<file path="config.mk">
export PLATFORM = sky130hd
export DESIGN_NAME = dmem_initiator
export DESIGN_NICKNAME = d
export VERILOG_FILES = /design/src/rtl/dmem_initiator.sv
export SDC_FILE = /design/constraint.sdc
export NUM_CORES = 1
export LEC_CHECK = 0
export ABC_AREA = 1
export BUFFER_PORTS_ARGS = -buffer_cell sky130_fd_sc_hd__clkbuf_2
export CAP_MARGIN = 20
export CORE_MARGIN = 2
export CORE_UTILIZATION = 40
export DETAILED_ROUTE_END_ITERATION = 8
export PLACE_DENSITY = 0.71
export SKIP_CTS_REPAIR_TIMING = 1
export SYNTH_ARGS = -nofsm -noshare
export SYNTH_HDL_FRONTEND = slang
export SYNTH_SLANG_ARGS = --single-unit
</file>
<file path="constraint.sdc">
create_clock -name clk -period 1.9 [get_ports clk]
set_input_delay 0.19 -clock clk [delete_from_list [all_inputs] [get_ports clk]]
set_output_delay 0.19 -clock clk [all_outputs]
set_load 0.02 [all_outputs]
</file>
<file path="src/rtl/dmem_initiator.sv">
// dmem_initiator: pipeline-side initiator for the data memory stall handshake.
// Optional misaligned-access trapping is enabled by defining DMEM_MISALIGN_TRAP_EN.
module dmem_initiator #(
  parameter int TIMEOUT_CYCLES = 16
) (
  input  logic        clk,
  input  logic        rst_n,
  input  logic        req_valid,
  output logic        req_ready,
  input  logic        req_write,
  input  logic [1:0]  req_size,
  input  logic        req_signed,
  input  logic [31:0] req_addr,
  input  logic [31:0] req_wdata,
  output logic        rsp_valid,
  output logic [31:0] rsp_rdata,
  output logic        rsp_err,
  output logic [31:0] dmem_addr,
  output logic [31:0] dmem_write_data,
  output logic        dmem_memread,
  output logic        dmem_memwrite,
  output logic [3:0]  dmem_sign_mask,
  input  logic [31:0] dmem_read_data,
  input  logic        dmem_clk_stall
);

  typedef enum logic [2:0] {
    IDLE,
    ISSUE,
    WAIT_ACK,
    WAIT_DONE,
    RESP
  } state_t;

  // cnt_q counts completed wait cycles, so the current wait cycle is
  // number cnt_q+1; the last allowed one is TIMEOUT_CYCLES-1.
  localparam logic [7:0] TO_LAST = 8'(TIMEOUT_CYCLES - 2);

  state_t     state_q;
  state_t     state_d;
  logic [7:0] cnt_q;
  logic       write_q;
  logic       accept;
  logic       misalign;
  logic       to_hit;
  logic       done_ok;
  logic       to_err;
  logic [2:0] size_mask;

  assign req_ready     = (state_q == IDLE) & ~dmem_clk_stall;
  assign accept        = req_valid & req_ready;
  assign to_hit        = (cnt_q == TO_LAST);
  assign rsp_valid     = (state_q == RESP);
  assign dmem_memread  = (state_q == ISSUE) & ~write_q;
  assign dmem_memwrite = (state_q == ISSUE) & write_q;

`ifdef DMEM_MISALIGN_TRAP_EN
  assign misalign = ((req_size == 2'd1) & req_addr[0])
                  | (req_size[1] & (|req_addr[1:0]));
`else
  assign misalign = 1'b0;
`endif

  // Access size to memory lane-mask bits; size 3 behaves as a word.
  always_comb begin
    size_mask = 3'b111;
    unique case (1'b1)
      (req_size == 2'd0): size_mask = 3'b001;
      (req_size == 2'd1): size_mask = 3'b011;
      default:            size_mask = 3'b111;
    endcase
  end

  // Next-state logic plus the two ways a wait can end.
  always_comb begin
    state_d = state_q;
    done_ok = 1'b0;
    to_err  = 1'b0;
    case (state_q)
      IDLE: begin
        if (accept) begin
          state_d = misalign ? RESP : ISSUE;
        end
      end
      ISSUE: begin
        state_d = WAIT_ACK;
      end
      WAIT_ACK: begin
        if (dmem_clk_stall) begin
          state_d = WAIT_DONE;
        end else if (to_hit) begin
          state_d = RESP;
          to_err  = 1'b1;
        end
      end
      WAIT_DONE: begin
        if (!dmem_clk_stall) begin
          state_d = RESP;
          done_ok = 1'b1;
        end else if (to_hit) begin
          state_d = RESP;
          to_err  = 1'b1;
        end
      end
      RESP: begin
        state_d = IDLE;
      end
      default: begin
        state_d = IDLE;
      end
    endcase
  end

  // State register.
  always_ff @(posedge clk) begin
    if (!rst_n) begin
      state_q <= IDLE;
    end else begin
      state_q <= state_d;
    end
  end

  // Timeout counter: cleared on issue, counts wait cycles.
  always_ff @(posedge clk) begin
    if (!rst_n) begin
      cnt_q <= '0;
    end else if (state_q == ISSUE) begin
      cnt_q <= '0;
    end else if ((state_q == WAIT_ACK) || (state_q == WAIT_DONE)) begin
      cnt_q <= cnt_q + 8'd1;
    end
  end

  // Memory-side request registers, loaded only on acceptance.
  always_ff @(posedge clk) begin
    if (!rst_n) begin
      dmem_addr       <= '0;
      dmem_write_data <= '0;
      dmem_sign_mask  <= '0;
      write_q         <= 1'b0;
    end else if (accept) begin
      dmem_addr       <= req_addr;
      dmem_write_data <= req_wdata;
      dmem_sign_mask  <= {~req_write & req_signed, size_mask};
      write_q         <= req_write;
    end
  end

  // Response data and error, held until the next response.
  always_ff @(posedge clk) begin
    if (!rst_n) begin
      rsp_rdata <= '0;
      rsp_err   <= 1'b0;
    end else if (accept & misalign) begin
      rsp_rdata <= '0;
      rsp_err   <= 1'b1;
    end else if (done_ok) begin
      rsp_rdata <= write_q ? 32'h0 : dmem_read_data;
      rsp_err   <= 1'b0;
    end else if (to_err) begin
      rsp_rdata <= '0;
      rsp_err   <= 1'b1;
    end
  end

endmodule
</file>
After elaboration in Yosys (flattened, before gate mapping)
Index checks and enable logic that the tools add are counted.
{"block": "op_classes", "reduce_logical": 6, "n_addsub": 1, "n_shift": 0, "n_mux": 15, "n_lt_le_gt_ge": 0, "n_div": 0, "bitwise": 9, "n_eq_ne": 7, "multipliers": 0}
{"operator": "two-way mux 32 bit", "count": 3}
{"operator": "two-way mux 3 bit", "count": 4}
{"operator": "case mux 3 bit (4 select lines)", "count": 1}
{"operator": "adder 8 x 1 -> 8 bit (second input constant)", "count": 1}
{"operator": "equality test 8 x 4 -> 1 bit (second input constant)", "count": 1}
{"operator": "equality test 3 x 2 -> 1 bit (second input constant)", "count": 2}
{"operator": "case mux 3 bit (2 select lines)", "count": 1}
{"operator": "bitwise AND 1 bit", "count": 5}
{"operator": "two-way mux 1 bit", "count": 5}
{"operator": "NOT 1 bit", "count": 4}
{"operator": "OR reduction 2 bit", "count": 2}
{"operator": "equality test 3 x 1 -> 1 bit (second input constant)", "count": 1}
{"operator": "equality test 3 bit (second input constant)", "count": 1}
{"operator": "zero test 3 bit", "count": 1}
{"operator": "equality test 2 x 1 -> 1 bit (second input constant)", "count": 1}
{"operator": "zero test 2 bit", "count": 1}
{"operator": "!= test 2 bit (second input constant)", "count": 1}
{"operator": "case mux 1 bit (2 select lines)", "count": 1}
{"operator": "nonzero test 2 bit", "count": 1}
{"operator": "logical OR 1 bit", "count": 1}
{"block": "totals", "word_cells": 46, "in_bits": 104, "reg_bits": 113, "latchBits": 0, "ram_bits": 0, "n_memories": 0, "output_inout_bits": 105, "rom_bits": 0}

Depth between registers and ports, before layout
{"block": "logic_depth", "depth_word": 6, "ltp_mapped": 8, "depth_no_buf": 7}

Least setup slack after synthesis
OpenSTA, ideal clock, no wires.
{"block": "synth_path", "path_type": "register to register", "start": "register state_q[0]", "end": "register dmem_write_data[10]", "arrival_time_ns": 1.342, "stages_incl_launch_ff": 9, "setup_time_ns": 0.132, "path_buffers": 2, "synth_period_minus_slack_ns": 1.474, "required_ns": 1.768, "setup_slack_ns": 0.426, "cell_sequence": "dfxtp_1 -> nor2_2 -> nand2_2 -> nor2_2 -> nand2_2 -> buf_4 -> buf_2 -> nand2_1 -> a21oi_1"}
{"block": "synth_between", "elab_chain_cells": 3}
{"element": "from (decl)", "line_no": "39", "rtl": "state_t state_q;"}
{"element": "from (signal assigned)", "line_no": "119", "rtl": "state_q <= state_d;"}
{"element": "zero test 3 bit", "line_no": "50", "rtl": "assign req_ready = (state_q == IDLE) & ~dmem_clk_stall;"}
{"element": "bitwise AND 1 bit", "line_no": "50"}
{"element": "net req_ready", "line_no": "9", "rtl": "output logic req_ready,"}
{"element": "bitwise AND 1 bit", "line_no": "51", "rtl": "assign accept = req_valid & req_ready;"}
{"element": "to (signal assigned)", "line_no": "143", "rtl": "dmem_write_data <= req_wdata;"}
{"element": "to (decl)", "line_no": "19", "rtl": "output logic [31:0] dmem_write_data,"}
The timed path passes the listed nets, and every way through them passes these cells.
A chain may end at the register's enable or synchronous reset.

Final worst setup path
{"block": "layout_path", "start": "register state_q[0]", "end": "output port req_ready"}
{"block": "layout_between", "elab_chain_cells": 2}
{"element": "zero test 3 bit", "line_no": "50"}
{"element": "bitwise AND 1 bit", "line_no": "50"}
{"element": "to (decl)", "line_no": "9"}
Every way passes these cells.

==> metrics.md <==
| Metric | Value |
|---|---|
| Status | completed |
| Clk buf depth | 2 |
| Post-synth top area cell | dfxtp_1 |
| GRT Residual Overflow | 0 |
| Final min period | roughly 1600 ps |
| HP Start | req_write |
| YS warnings | 0 |
| Post-synthesis cell count | approximately 540 |
| FF-to-FF path depth | 8 |
| Hold EP | dmem_sign_mask[3]$_SDFFE_PN0P_ |
| Max Clock Freq | approximately 630 MHz |
| Final TNS setup | 0 ps |
| Worst R2R End | rsp_rdata[8]$_SDFFE_PN0P_ |
| Worst skew pair latency | 490 ps |
| Drt first pass iters | 5 |
| Top cells by area, synth | dfxtp_1, nand2_1, a21oi_1 |
| CP max stage delay | around 370 ps |
| Initial antenna violation count | 0 |
| Via Count | ~4,800 |
| Synthesized flop and latch total | between 100 and 150 |
| Avg WL per Cell | ~13 µm |
| Die height | between 100 and 150 µm |
| Placed cells | between 800 and 900 |
| Sequential cell area fraction in the yosys report | 53.43% |
| Hold path cells | 4 |
| ANT cells | 0 |
| CP max-delay cell | dfxtp_1 |
| Routed Antenna Nets | 0 |
| Final net count | ~950 |
| Worst setup margin | a little over 300 ps |
| Die width | between 100 and 150 µm |
| Worst R2R Setup Slack | ~320 ps |
| RSZ-0062 raised after global routing | false |
| Slew Limit Fails | 0 |
| Yosys top cell area share | between 50% and 60% |
| Max-cap viol count | 0 |
| GPL Wtd Cong | 0.7845 |
| CTS tree | done |
| CP Capture Type | output port |
| Rel. slew slack | around 65% |
| Clock Skews | ~11 ps |
| IO Pins | ~210 |
| Post-route DRC violation count | 0 |
| Post-Layout Cell Count | ~1,000 |
| Syn_nets | 645 |
| Core area | 10,320 µm² |
| Avg Cell Area, Syn | just under 8 µm² |
| Dpl hpwl | just over 8 mm |
| Static Leak | around 3 nW |
| Most used cell along the critical path | nor2_2 |
| Worst Max-Slew Pin Slew | 519.7 ps |
| DRT Wirelength | around 13 mm |
| Detailed Route Iter0 Violations | between 400 and 500 |
| Setup violators final | 0 |
| Crit path cell chain | nor2_2, nand2_2, nor2_2, clkbuf_2 |
| Reg clk slew, reported paths | 50 ps |
| Fraction of layout cells with a size suffix above 1 | 30.75% |
| Fin crit share | a little over four fifths |
| Peak supply drop | roughly 0.56 mV |
| Top delay family on crit path | flip-flops |
| Hold Vio Cnt, Final | 0 |
| Pre-CTS WS | approximately 340 ps |
| Critical path required time | between 1500 and 2000 ps |
| Root Driver | clkbuf_8 |
| Fin util | 66.71% |
| WP buf/inv | 1 |
| Die ar. | around 11,000 µm² |
| Crit path kind | reg2out |
| Synthesis-to-layout area growth | 62.65% |
| Initial Util | roughly two fifths |
| Clock sink count | 113 |
| Critical Path AT | 1400 ps |
| Worst hold path type | in2reg |
| Critical path fanouts, max | 6 |
| CTS Buf Count | 17 |
| Synth cell types | 27 |
| Vias in the first global route | ~3,900 |
| Startpoint types | flop |
| Port-buffer cells | between 200 and 250 |
| First-pass GRT wire length | about 18 mm |
| # H-tree levels | 4 |
| All-Layer GR Usage | between 10% and 20% |
| Cell Pwr Density | 909.3 nW/µm² |
| FP Rows | 37 |
| Fillcell total | about 800 |
| Via-to-Cell Ratio | roughly 4.9 |
| Largest net degree at the start of global routing | 63 |
| R2r startpoint | cnt_q[0]$_SDFFE_PP0P_ |
| Syn Std Cell Area | roughly 4200 µm² |
through the flow:
stage | instance area (µm²) | hold slack [ps] | total power [mW]
2_1_floorplan | 4234 | 307.5 | 2.950
3_3_place_gp | 5338 | 421.6 | 3.195
3_5_place_dp | 5338 | 427.0 | 3.212
4_1_cts | 5896 | -97.76 | 6.165
5_1_grt | 6887 | 15.85 | 6.534
6_report | 6887 | 9.608 | 6.262
report_power, final:
part | internal, mW | switching [mW] | leakage [nW]
Clock | 1.91 | 1.01 | 0.261
Sequential | 2.47 | 0.0558 | 0.918
Combinational | 0.370 | 0.446 | 1.87
Total | 4.75 | 1.52 | 3.05
cell usage in the layout, fill, tap and decap left out, types with 5 or more instances in the layout:
cell type,n
buf_4,6
clkbuf_2,208
clkbuf_16,16
nor2_1,18
nand2_1,182
a21oi_1,108
inv_1,16
nand3_1,37
dfxtp_1,113
dlygate4sd3_1,99
clkinvlp_4,5
tightest hold or removal path, cell delays in order:
cell and delay [ps]:
clkbuf_2 100, o21ai_1 60, o21ai_0 60, nor2_1 40
kinds of logic (layout without fill, tap and decap cells):
group                      count (synthesis)  count (layout)  share of synthesized area, %
DFF                                      113             113                         53.43
buffers and inverters                     52             365                         6.708
AOI/OAI and AO/OA                        117             117                         14.13
adders and majority gates                  2               2                        0.5909
and+or+nand+nor                          253             253                         24.73
xor gates and xnor gates                   2               2                        0.4138
flip-flops by register name, summed over array words and instances (netlist names):
name / count
dmem_sign_mask: 4
dmem_write_data: 32
write_q: 1
dmem_addr: 32
state_q: 3
rsp_err: 1
cnt_q: 8
rsp_rdata: 32
Yosys cell counts:
master and number:
nor2_2 3, nor3_4 1, o21ai_2 1, o211ai_1 1, ha_1 2, o21ai_1 1, xnor2_1 1, nand2_2 4
inv_2 3, nor3_1 3, dfxtp_1 113, buf_4 1, a21oi_1 108, clkbuf_1 14, nor2_1 18, nand4_1 2
nor2_4 1, or2_2 2, nand2_1 182, nand3_1 37, o21a_1 1, buf_6 10, a21oi_2 1, o21ai_0 4
inv_1 16, buf_2 8, xor2_1 1
cell type report:
class / count / area (µm²) / area share (%)
clock buffer: 20 / 445.4 / 6.468
clock inverter: 10 / 112.6 / 1.635
inverter: 19 / 71.32 / 1.036
multi-input combinational: 374 / 1688 / 24.51
sequential: 113 / 2262 / 32.85
tap: 136 / 170.2 / 2.471
timing repair buffer: 316 / 2137 / 31.03
routing by layer:
layer | vias up | global-route usage (%) | wire (µm)
li1 | 2360 | - | -
met1 | 2185 | 22.70 | 5139
met2 | 240 | 32.48 | 6693
met3 | 20 | 7.781 | 1091
met4 | 0 | 5.102 | 205
met5 | - | 0 | 0
worst max path at each step:
stage                                       start                                to  slack, ps  cells after the start
after floorplan           state_q[0]$_SDFFE_PN0P_  dmem_write_data[10]$_SDFFE_PN0P_        430                      8
after global placement      cnt_q[0]$_SDFFE_PP0P_        rsp_rdata[25]$_SDFFE_PN0P_        450                      8
after detailed placement    cnt_q[0]$_SDFFE_PP0P_         rsp_rdata[8]$_SDFFE_PN0P_        340                      8
after CTS                 state_q[0]$_SDFFE_PN0P_                         req_ready        290                      4
after global routing        cnt_q[0]$_SDFFE_PP0P_         rsp_rdata[8]$_SDFFE_PN0P_        170                      8
final                     state_q[0]$_SDFFE_PN0P_                         req_ready        310                      4
(Power assumes the default switching activity.)
